<file path="config.mk">
export PLATFORM = sky130hd
export DESIGN_NAME = mod_n_time_counter
export DESIGN_NICKNAME = d
export VERILOG_FILES = /design/src/rtl/mod_n_time_counter.sv
export SDC_FILE = /design/constraint.sdc
export NUM_CORES = 1
export LEC_CHECK = 0
export ABC_AREA = 1
export CORE_MARGIN = 2
export CORE_UTILIZATION = 50
export DETAILED_ROUTE_END_ITERATION = 16
export PLACE_DENSITY = 0.77
export RECOVER_POWER = 50
export SLEW_MARGIN = 20
export SYNTH_ARGS = -nofsm -noshare
export SYNTH_HDL_FRONTEND = slang
export SYNTH_SLANG_ARGS = --single-unit
</file>
<file path="constraint.sdc">
create_clock -name clock -period 2.9 [get_ports clock]
set_clock_uncertainty 0.05 [all_clocks]
set_input_delay 0.435 -clock clock [delete_from_list [all_inputs] [get_ports clock]]
set_output_delay 0.435 -clock clock [all_outputs]
set_load 0.02 [all_outputs]
</file>
<file path="src/rtl/mod_n_time_counter.sv">
// Modulo-N time-digit counter: cascade count up/down, preset load, press-and-hold adjust
// with auto-repeat, binary + BCD outputs and a one-cycle wrap carry for the next stage.
module mod_n_time_counter #(
  parameter int WIDTH         = 6,
  parameter int MODULUS       = 60,
  parameter int REPEAT_DELAY  = 500,
  parameter int REPEAT_PERIOD = 50
) (
  input  logic             clock,
  input  logic             reset,
  input  logic [WIDTH-1:0] data_in,
  input  logic             load,
  input  logic             enable,
  input  logic             adjust,
  input  logic             down,
  output logic [WIDTH-1:0] count,
  output logic [3:0]       tens,
  output logic [3:0]       ones,
  output logic             carry,
  output logic             adjusting
);

  localparam int TMAX = (REPEAT_DELAY > REPEAT_PERIOD) ? REPEAT_DELAY : REPEAT_PERIOD;
  localparam int TW   = $clog2(TMAX + 1);
  localparam logic [WIDTH-1:0] TOP      = WIDTH'(MODULUS - 1);
  localparam logic [TW-1:0]    T_DELAY  = TW'(REPEAT_DELAY - 1);
  localparam logic [TW-1:0]    T_PERIOD = TW'(REPEAT_PERIOD - 1);

  typedef enum logic [1:0] {IDLE, HOLD, REPEAT} state_t;

  state_t          state;
  logic [TW-1:0]   timer;
  logic            adjust_prev;

  logic             step;
  logic             at_wrap;
  logic [WIDTH-1:0] stepped;
  logic [WIDTH-1:0] nxt;
  logic             carry_n;
  logic [3:0]       tens_n;
  logic [3:0]       ones_n;

  always_comb begin
    step = 1'b0;
    case (state)
      IDLE:    step = adjust & ~adjust_prev;
      HOLD:    step = adjust & (timer == T_DELAY);
      REPEAT:  step = adjust & (timer == T_PERIOD);
      default: step = 1'b0;
    endcase

    at_wrap = down ? (count == '0) : (count == TOP);
    if (down) stepped = (count == '0) ? TOP : count - WIDTH'(1);
    else      stepped = (count == TOP) ? '0 : count + WIDTH'(1);

    // Only a cascade tick can produce carry; load and adjust swallow a coincident tick.
    nxt     = count;
    carry_n = 1'b0;
    if (load)        nxt = (data_in > TOP) ? TOP : data_in;
    else if (step)   nxt = stepped;
    else if (enable) begin
      nxt     = stepped;
      carry_n = at_wrap;
    end

    tens_n = 4'(32'(nxt) / 32'd10);
    ones_n = 4'(32'(nxt) % 32'd10);
  end

  always_ff @(posedge clock) begin
    if (reset) begin
      count       <= '0;
      tens        <= '0;
      ones        <= '0;
      carry       <= 1'b0;
      state       <= IDLE;
      timer       <= '0;
      adjust_prev <= 1'b1;  // a button held through reset must be released before it steps
      adjusting   <= 1'b0;
    end else begin
      count       <= nxt;
      tens        <= tens_n;
      ones        <= ones_n;
      carry       <= carry_n;
      adjust_prev <= adjust;
      // FSM timing runs regardless of whether load overrode the step.
      case (state)
        IDLE: begin
          timer <= '0;
          if (adjust && !adjust_prev) begin
            state     <= HOLD;
            adjusting <= 1'b1;
          end
        end
        HOLD: begin
          if (!adjust) begin
            state     <= IDLE;
            adjusting <= 1'b0;
            timer     <= '0;
          end else if (timer == T_DELAY) begin
            state <= REPEAT;
            timer <= '0;
          end else begin
            timer <= timer + TW'(1);
          end
        end
        REPEAT: begin
          if (!adjust) begin
            state     <= IDLE;
            adjusting <= 1'b0;
            timer     <= '0;
          end else if (timer == T_PERIOD) begin
            timer <= '0;
          end else begin
            timer <= timer + TW'(1);
          end
        end
        default: begin
          state     <= IDLE;
          adjusting <= 1'b0;
          timer     <= '0;
        end
      endcase
    end
  end

endmodule

</file>
==> impl_results.md <==
- Result of the run: finished with violations
- Failing checks: setup timing
- Maximum fanout along the worst path: 4
- Post-synth top cells: nand2_1 (52), nor2_1 (36), inv_1 (35)
- Violation count after the first detailed-route iteration: 106
- Global-route track usage on met3: 0.02796
- # diodes: 0
- Antenna violations before repair: 0
- Worst flop-to-flop path startpoint: count[0]$_SDFF_PP0_
- Effective utilization at floorplan: 0.5189
- Hold Crit Start: adjusting$_SDFFE_PP0P_
- Routed wire length: 6380 um
- Least-Margin Pin Slew: 0.5048 ns
- Most instantiated library cell after synthesis: nand2_1
- Number of CTS-inserted buffers: 3
- Final setup fails: 4
- Count of final hold-check violations: 0
- Hold path cells: 1
- Register-to-Register Path Depth: 23
- Max capacitance violation total: 0
- Final #Nets: 408
- Mux share of post-synthesis cell area: 0
- Sequential fraction of the synthesis area: 0.2526
- Vias in the first global route: 2,120
- Total Routing Usage GR: 0.2632
- Combinational family with the most area after synthesis: simple AND/OR/NAND/NOR gates
- Area share of and/or/nand/nor cells after synthesis: 0.4086
- RSZ-0062 raised after global routing: true
- Fill cell count: 246
- Number of sinks on the clock net: 26
- Post-DP HPWL: 4014 um
- Placeable core area: 3971 sq um
- Min cycle time layout: 3.190 ns
- Critical setup path kind: input pin to register
- Max-slew violations: 0
- Count of port buffers added during placement: 26
- Cell count after synthesis: 293
- CTS tree: built
- Post-CTS clock slew at the launch and capture registers of the worst setup and hold paths: 0.10 ns
- WHS Endpoint: adjusting$_SDFFE_PP0P_
- Routed len/inst: 14.84 um
- Adder and majority gate portion of the synthesized area: 0.09107
- Fraction of final layout cells with drive strength greater than 1: 0.4447
- Fraction of met2 tracks used by global routing: 0.4697
- Required time worst endpoint: 3.08 ns
- Total Die Area: 4651 sq um
- Top cells by area in the synthesized netlist: dfxtp_1 (25%), nand2_1 (9.5%), ha_1 (9.1%), nand3_1 (6.6%), nor2_1 (6.6%)
- Share of the synthesized area in the top cell type: 0.2526
- Total Power Consumption: 0.002279 W
- Largest net degree at the start of global routing: 16
- Per-cell via count in the routed design: 5.258
- Share of the synthesized area in compound gates (AO/OA/AOI/OAI): 0.1087
- Area added between synthesis and finish: 54.04%
- Gr busiest metal: met2
- Number of top-level pins: 28
- Global placement routability congestion: 0.8499
- Ys Warns: 0
- Clk_lat worst skew: 0.29 ns
- Routed Antenna Nets: 0
- Total negative slack: -0.7423 ns
- Synth Area per Inst: 7.033 sq um
- Cell taking the most area after synthesis: dfxtp_1
- Met1 demand-to-capacity share in global routing: 0.3239
- Share of flip-flops with an asynchronous set or reset: 0
- Fmax: 313.5 MHz
- Netlist area before placement: 2061 sq um
- First-pass GRT wire length: 9328 um
- Die Ht: 68.20 um
- Number of levels the H-tree was split into: 1
- Worst-case headroom to the max-slew limit: 0.6631
- Arrival time at the worst endpoint: 3.37 ns
- Post-synthesis cell type count: 41
- First-pass iteration count of the detailed router: 4
- Kind of capture point of the worst setup path: register
- FP Rows: 23
- Number of flops mapped to enable cells by yosys: 0
- Share of the clock period used by the worst path: 1.100
- Number of register bits inferred by synthesis: 26
- Aggregate global routing overflow: 0
- Worst vdd rail ir drop: 0.4998 mV
- Kind of start point of the critical path: input pin
- Root Buffer Master: clkbuf_8
- Worst hold path type: register to register
- Vias post-DR: 2,261
- X dimension of the die: 68.20 um
- Net count after synthesis: 320
- Xor-xnor portion of the synthesized cell area: 0.04250
- R2R setup slack: -0.28 ns
- Clock Tree Buf Depth: 2
- Remaining design rule violation count: 0
- Power per unit of standard cell area: 718.0 nW/um^2
- Leakage Power: 1.430 nW
- Setup slack of the critical path after layout: -0.2900 ns
- Commonest register cell after synthesis: dfxtp_1
- Worst reg2reg endpoint: ones[3]$_SDFF_PP0_
state kept, by name, indices dropped and copies added, names as in the netlist:
signal	count
state	2
carry	1
count	6
ones	3
adjust_prev	1
adjusting	1
timer	9
tens	3
placed cells by master, fill, tap and decap left out, types with 3 or more instances in the layout:
master and n:
nand2_2 16, clkdlybuf4s50_1 24, a21oi_1 9, o21ai_0 7
nor2_1 32, nand2_4 12, nor2_4 3, inv_2 14
inv_1 26, dfxtp_1 17, nand4_1 6, nand3_2 10
ha_1 4, a21oi_2 4, ha_4 9, buf_4 60
xor2_1 7, nand3_4 3, nand3_1 21, dfxtp_4 4
xnor2_1 3, clkbuf_8 3, nand2_1 40, nor2_2 9
dfxtp_2 5, nor3_1 3
report_power, final:
| part | switching (W) | total (W) | internal [W] |
|---|---|---|---|
| combinational | 0.000795 | 0.00153 | 0.000730 |
| clock | 0.000132 | 0.000282 | 0.000151 |
| sequential | 0.0000522 | 0.000471 | 0.000419 |
metal layers:
layer  wire length, um  share of wire
met1              2746           0.43
met2              3255           0.51
met3               188          0.029
met4               189          0.030
met5                 0              0
worst max-delay path, stage by stage:
cell             delay, ns
clkdlybuf4s50_1       0.53
inv_1                 0.17
nand2_1               0.08
a21oi_1               0.17
nor2_1                0.10
nand2_4               0.07
nand3_2               0.08
nand2_4               0.14
inv_4                 0.04
nand2_2               0.07
nand2_2               0.06
inv_2                 0.08
ha_4                  0.15
nand2_2               0.06
nor2_2                0.09
nand3_2               0.10
nand3_2               0.11
nand2_2               0.06
and2_4                0.16
ha_4                  0.15
nand3b_1              0.18
nand2_1               0.11
nand2_1               0.07
a21oi_2               0.11
logic make-up (layout without fill, tap and decap cells):
logic type / Yosys count / count (layout)
XOR/XNOR: 10 / 10
AO/OA/AOI/OAI: 31 / 31
other: 1 / 1
flip-flops: 26 / 26
buffers and inverters: 47 / 134
adder cells (fa/ha/maj): 15 / 15
AND/OR/NAND/NOR: 163 / 163
final cells by class:
type	instances	area, sq um	area share
multi-input combinational	220	1609	0.5069
timing repair buffer	88	732.0	0.2306
sequential	26	541.8	0.1707
inverter	42	162.7	0.05124
clock buffer	4	66.31	0.02089
tap	50	62.56	0.01971
repair_timing:
item / CTS / global route
pin swaps: 31 / 39
endpoints found under the setup margin: 4 / 4
setup buffers: 9 / 8
gates resized for setup: 22 / 26
hold buffers: 0 / 0
worst max-delay path by stage:
stage | from | to | cells past startpoint
final | down | ones[3]$_SDFF_PP0_ | 24
after global routing | count[0]$_SDFF_PP0_ | ones[3]$_SDFF_PP0_ | 23
after CTS | state[1]$_SDFFE_PP0P_ | ones[3]$_SDFF_PP0_ | 22
after detailed placement | adjust | ones[3]$_SDFF_PP0_ | 24
after global placement | adjust | ones[3]$_SDFF_PP0_ | 21
after floorplan | timer[1]$_SDFF_PP0_ | ones[3]$_SDFF_PP0_ | 25
per-stage QoR:
stage / area [sq um] / cells / util / worst slack, ns / hold WS, ns
global route: 3174 / 430 / 0.7993 / -0.4379 / 0.4418
detailed placement: 2790 / 409 / 0.7026 / -0.6575 / 0.3814
CTS: 3004 / 422 / 0.7565 / -0.1364 / 0.3980
floorplan: 2165 / 293 / - / 0.0007625 / 0.3616
finish: 3174 / 430 / 0.7993 / -0.2900 / 0.4249
global placement: 2790 / 409 / 0.7026 / -0.5475 / 0.3778
Note: power is estimated with default switching activity, not from simulation.
